==> src/rtl/neuron_pkg.sv <==
// neuron_pkg: FSM state type, width helpers and default sizing shared by the
// neuron layer sequencer and its evaluator.
package neuron_pkg;

  typedef enum logic [1:0] {
    IDLE = 2'd0,
    EVAL = 2'd1,
    DONE = 2'd2
  } state_t;

  localparam int DEF_NEURONS     = 4;
  localparam int DEF_CONNECTIONS = 2;
  localparam int DEF_THRESHOLD   = DEF_CONNECTIONS / 2;
  localparam int DEF_LAYERS      = 2;

  // Index counters cover 0..n-1 but never collapse to zero width.
  function automatic int cnt_width(input int n);
    return (n < 2) ? 1 : $clog2(n);
  endfunction

  function automatic int pop_width(input int c);
    return $clog2(c + 1);
  endfunction

  localparam int IDX_W = cnt_width(DEF_NEURONS);
  localparam int LAY_W = cnt_width(DEF_LAYERS);
  localparam int POP_W = pop_width(DEF_CONNECTIONS);

endpackage

==> src/rtl/neuron_layer_sequencer_eval.sv <==
// neuron_eval: combinational threshold neuron; fires when fewer than THRESHOLD
// of its CONNECTIONS inputs are set, and stays at 0 when disabled.
module neuron_eval
  import neuron_pkg::*;
#(
  parameter int CONNECTIONS = DEF_CONNECTIONS,
  parameter int THRESHOLD   = CONNECTIONS / 2
) (
  input  logic                   enable,
  input  logic [CONNECTIONS-1:0] in,
  output logic                   out
);

  localparam int PW = pop_width(CONNECTIONS);

  logic [PW-1:0] cnt;

  always_comb begin
    cnt = '0;
    for (int j = 0; j < CONNECTIONS; j++) cnt = cnt + PW'(in[j]);
  end

  assign out = enable && (cnt < PW'(THRESHOLD));

endmodule

==> src/rtl/neuron_layer_sequencer.sv <==
// neuron_layer_sequencer: time-multiplexes one neuron_eval over a ring-wired
// layer, one neuron per clock, for LAYERS passes. NEURON_SEQ_MASK_EN adds a mask.
module neuron_layer_sequencer
  import neuron_pkg::*;
#(
  parameter int NEURONS     = DEF_NEURONS,
  parameter int CONNECTIONS = DEF_CONNECTIONS,
  parameter int THRESHOLD   = CONNECTIONS / 2,
  parameter int LAYERS      = DEF_LAYERS
) (
  input  logic               clk,
  input  logic               rst_n,
  input  logic               in_valid,
  output logic               in_ready,
  input  logic [NEURONS-1:0] in_vec,
`ifdef NEURON_SEQ_MASK_EN
  input  logic [NEURONS-1:0] neuron_mask,
`endif
  output logic               out_valid,
  input  logic               out_ready,
  output logic [NEURONS-1:0] out_vec,
  output logic               busy
);

  localparam int IW = cnt_width(NEURONS);
  localparam int LW = cnt_width(LAYERS);
  localparam logic [IW-1:0] IDX_LAST = IW'(NEURONS - 1);
  localparam logic [LW-1:0] LAY_LAST = LW'(LAYERS - 1);

  state_t                 state, state_nxt;
  logic [NEURONS-1:0]     cur_vec, nxt_vec, layer_vec;
  logic [IW-1:0]          idx;
  logic [LW-1:0]          lay;
  logic [CONNECTIONS-1:0] taps;
  logic                   enable, fire, accept, layer_end;

`ifdef NEURON_SEQ_MASK_EN
  logic [NEURONS-1:0] mask_q;
  assign enable = mask_q[idx];
`else
  assign enable = 1'b1;
`endif

  assign accept    = in_valid && in_ready;
  assign layer_end = (idx == IDX_LAST);

  // Ring tap selection: neuron idx reads cur_vec[(idx+j) mod NEURONS].
  always_comb begin
    logic [IW:0] pos;
    taps = '0;
    pos  = '0;
    for (int j = 0; j < CONNECTIONS; j++) begin
      pos = {1'b0, idx} + (IW+1)'(j);
      if (pos >= (IW+1)'(NEURONS)) pos = pos - (IW+1)'(NEURONS);
      taps[j] = cur_vec[pos[IW-1:0]];
    end
  end

  neuron_eval #(
    .CONNECTIONS (CONNECTIONS),
    .THRESHOLD   (THRESHOLD)
  ) u_eval (
    .enable (enable),
    .in     (taps),
    .out    (fire)
  );

  // The last neuron's result is not in nxt_vec yet, so merge it in directly.
  always_comb begin
    layer_vec      = nxt_vec;
    layer_vec[idx] = fire;
  end

  always_ff @(posedge clk or negedge rst_n) begin
    if (!rst_n) state <= IDLE;
    else        state <= state_nxt;
  end

  always_comb begin
    state_nxt = state;
    case (state)
      IDLE:    if (in_valid) state_nxt = EVAL;
      EVAL:    if (layer_end && (lay == LAY_LAST)) state_nxt = DONE;
      DONE:    if (out_ready) state_nxt = IDLE;
      default: state_nxt = IDLE;
    endcase
  end

  always_comb begin
    in_ready  = (state == IDLE);
    busy      = (state == EVAL);
    out_valid = (state == DONE);
    out_vec   = (state == DONE) ? cur_vec : '0;
  end

  always_ff @(posedge clk or negedge rst_n) begin
    if (!rst_n) begin
      cur_vec <= '0;
      nxt_vec <= '0;
      idx     <= '0;
      lay     <= '0;
`ifdef NEURON_SEQ_MASK_EN
      mask_q  <= '0;
`endif
    end else if (accept) begin
      cur_vec <= in_vec;
      idx     <= '0;
      lay     <= '0;
`ifdef NEURON_SEQ_MASK_EN
      mask_q  <= neuron_mask;
`endif
    end else if (state == EVAL) begin
      nxt_vec[idx] <= fire;
      if (layer_end) begin
        cur_vec <= layer_vec;
        idx     <= '0;
        if (lay != LAY_LAST) lay <= lay + 1'b1;
      end else begin
        idx <= idx + 1'b1;
      end
    end
  end

endmodule

==> config.mk <==
export PLATFORM = sky130hd
export DESIGN_NAME = neuron_layer_sequencer
export DESIGN_NICKNAME = d
export VERILOG_FILES = /design/src/rtl/neuron_pkg.sv /design/src/rtl/neuron_layer_sequencer_eval.sv /design/src/rtl/neuron_layer_sequencer.sv
export SDC_FILE = /design/constraint.sdc
export NUM_CORES = 1
export LEC_CHECK = 0
export CORE_MARGIN = 2
export CORE_UTILIZATION = 45
export CTS_CLUSTER_SIZE = 25
export DETAILED_ROUTE_END_ITERATION = 10
export PLACE_DENSITY = 0.73
export RECOVER_POWER = 50
export SLEW_MARGIN = 20
export SYNTH_ARGS = -nofsm -noshare
export SYNTH_HDL_FRONTEND = slang
export SYNTH_HIERARCHICAL = 1
export SYNTH_SLANG_ARGS = --single-unit
==> constraint.sdc <==
create_clock -name clk -period 2.2 [get_ports clk]
set_clock_uncertainty 0.2 [all_clocks]
set_input_delay 0.44 -clock clk [delete_from_list [all_inputs] [get_ports clk]]
set_output_delay 0.44 -clock clk [all_outputs]
set_load 0.005 [all_outputs]
==> run metrics <==
Synth Area per Inst=11.7 sq um; most common cell after layout, fill and taps aside=mux2_4; Seq/Total Area, Yosys=41.0%; violated checks=setup timing; Critical Path End Type=flip-flop; Final Hold Viols=0; vias per cell=5.11; switch share=33.8%; Leak=0.618 nW; DP Worst Slack=-0.138 ns; CP arrival=2.28 ns; total number of vias=572; FMAX=444 MHz; clk_lat worst skew=0.28 ns; worst slew pin tran=0.605 ns; Root Driver=clkbuf_4; Tmin final=2.25 ns; Syn. warnings=6; most frequent cells in the layout=mux2_4 (15), dfrtp_1 (12), nand2_1 (11), buf_4 (11), clkdlybuf4s50_1 (9); WP data required=2.23 ns; Power Dens Cells=1430 mW/mm^2; H-tree depth=1; met2 wire length=799 um; worst min path class=flip-flop to flip-flop; CTS max path bufs=2; WL/cell=14.0 um; initial DRC count=1; Cell Count, Final, Fillers Out=112; Tot GR Track Use=18.1%; Post-CTS Hold Buffers=0; WS Path Type=flip-flop to flip-flop; VDD IR-drop max=718 uV; die height=46.0 um; Psw=0.544 mW; fin nets=108; clock-pin slew on the worst setup and hold paths=0.08 ns; Finished Cell Area=0.00112 sq mm; Antenna diodes=0; die area=0.00211 sq mm; DRT Wirelength=1.57 mm; Power Internal=1.07 mW; setup ws final=-0.0503 ns; layout cells sized above 1=41.1%; Sink Count=13; length of the first detailed-routing pass in iterations=4; Synth Instances=68; RSZ-0062 raised after global routing=yes; met1 WL=679 um; vias in the first global route=568; # setup viols final=4; DRC Markers=0; initial core utilization=47.0%; placed insts=106; Final Wtd Congestion=0.754; CTS tree=yes; row cnt=15; Synth-to-Final Area Change=41.5%; Mapped Nets=80; largest net degree at the start of global routing=14; total negative slack=-0.189 ns; cts bufs inserted=3; clock power share=9.9%; Slew HR=59.5%; Post-DP HPWL=1.16 mm; number of port buffers=14; register bit count reported by yosys=13; Logic pwr share=64.0%; Max Cap Viol=0; die width=46.0 um; distinct cell type count after synthesis=20; fill count=132; met3 wire len=35 um; gr ovfl total=0; fin. max-slew vios=0; r2r setup slk=-0.05 ns; sequential share of power=26.1%; core footprint=0.00169 sq mm; Antenna Nets Post-Route=0; CP startpoint kind=flip-flop; Placed Area=0.00106 sq mm; top layer in use=met4; Netlist Area Pre-Place=793 sq um; io pins=15; total power=1.61 mW; status=finished with violations; fin crit share=102%; initial antenna violation count=0; peak fanout along the critical path=6; first-pass GRT wire length=2.49 mm
## cells by family (layout without fill, tap and decap cells)
kind of cell | after synthesis | in the layout | synth area share [%]
AOI/OAI and AO/OA | 2 | 2 | 1.26
DFF | 13 | 13 | 41.0
other | 1 | 1 | 0.473
muxes | 19 | 19 | 31.5
buffers and inverters | 5 | 32 | 3.47
and+or+nand+nor | 23 | 23 | 14.8
xor gates and xnor gates | 1 | 1 | 1.10
adders and majority gates | 4 | 4 | 6.31
## stage by stage
step / hold slack, ns / utilization [%]
after CTS: 0.316 / 65.9
after global routing: 0.330 / 66.4
after floorplan: -0.0556 / -
after global placement: 0.285 / 62.5
final: 0.314 / 66.4
after detailed placement: 0.296 / 62.5
## area by class of cell
class                   count  area, sq um  share of cell area, %
clock buffers               4         26.3                   2.34
multi-input cells          50          504                   44.9
well taps                  17         21.3                   1.90
repair buffers             25          233                   20.7
inverters                   3         11.3                   1.00
flip-flops and latches     13          327                   29.1
## registers in the layout, summed over array words and instances, names as in the netlist
| name | count |
|---|---|
| idx | 2 |
| lay | 1 |
| state | 2 |
| nxt_vec | 4 |
| cur_vec | 4 |
## power by group through the flow
stage	Clock, mW	Sequential, mW	Combinational, mW
final	0.159	0.420	1.03
after detailed placement	0	0.435	0.973
after global placement	0	0.427	0.945
after CTS	0.157	0.423	1.05
after floorplan	0	0.426	0.691
after global routing	0.173	0.431	1.12
## metal layers
metal	GRT usage, %	vias up
li1	-	281
met1	20.1	274
met2	28.9	13
met3	3.57	4
met4	15.4	0
met5	0	-
## critical path: stages (launching register included)
cell and delay, ns:
dfrtp_2 0.38, inv_2 0.05, ha_4 0.27, mux4_2 0.52
nor3b_4 0.32, mux2_4 0.21, mux2_4 0.13, mux2_4 0.12
## final timing paths
path,start,end,depth (start not counted)
worst max register to register,idx[0]$_DFFE_PN0P_,cur_vec[0]$_DFFE_PN0P_,7
worst max-delay path,idx[0]$_DFFE_PN0P_,cur_vec[0]$_DFFE_PN0P_,7
worst min-delay path,nxt_vec[1]$_DFFE_PN0P_,nxt_vec[1]$_DFFE_PN0P_,1
worst min register to register,nxt_vec[1]$_DFFE_PN0P_,nxt_vec[1]$_DFFE_PN0P_,1
min in group asynchronous,rst_n,lay$_DFFE_PN0P_,1
max in group asynchronous,rst_n,idx[0]$_DFFE_PN0P_,1
## synth_stat cells
| cell type | number | area share (%) |
|---|---|---|
| nor3b_2 | 1 | 1.6 |
| mux4_2 | 2 | 5.7 |
| nor2_1 | 3 | 1.4 |
| ha_1 | 4 | 6.3 |
| or3b_1 | 1 | 1.1 |
| nor2b_1 | 1 | 0.79 |
| o21ai_0 | 2 | 1.3 |
| nand2_1 | 11 | 5.2 |
| buf_2 | 1 | 0.63 |
| nand3_1 | 1 | 0.63 |
| inv_1 | 3 | 1.4 |
| and2_1 | 4 | 3.2 |
| dfrtp_1 | 13 | 41 |
| and2b_1 | 1 | 0.95 |
| mux2_2 | 12 | 17 |
| xnor2_1 | 1 | 1.1 |
| mux2_4 | 4 | 7.6 |
| mux2i_1 | 1 | 1.3 |
| conb_1 | 1 | 0.47 |
| buf_6 | 1 | 1.4 |
## repair_timing
item	CTS	global route
resized for setup	3	7
setup buffers	3	1
pin swaps	2	1
setup endpoints to repair	8	12
Power figures use the tool's default switching activity.
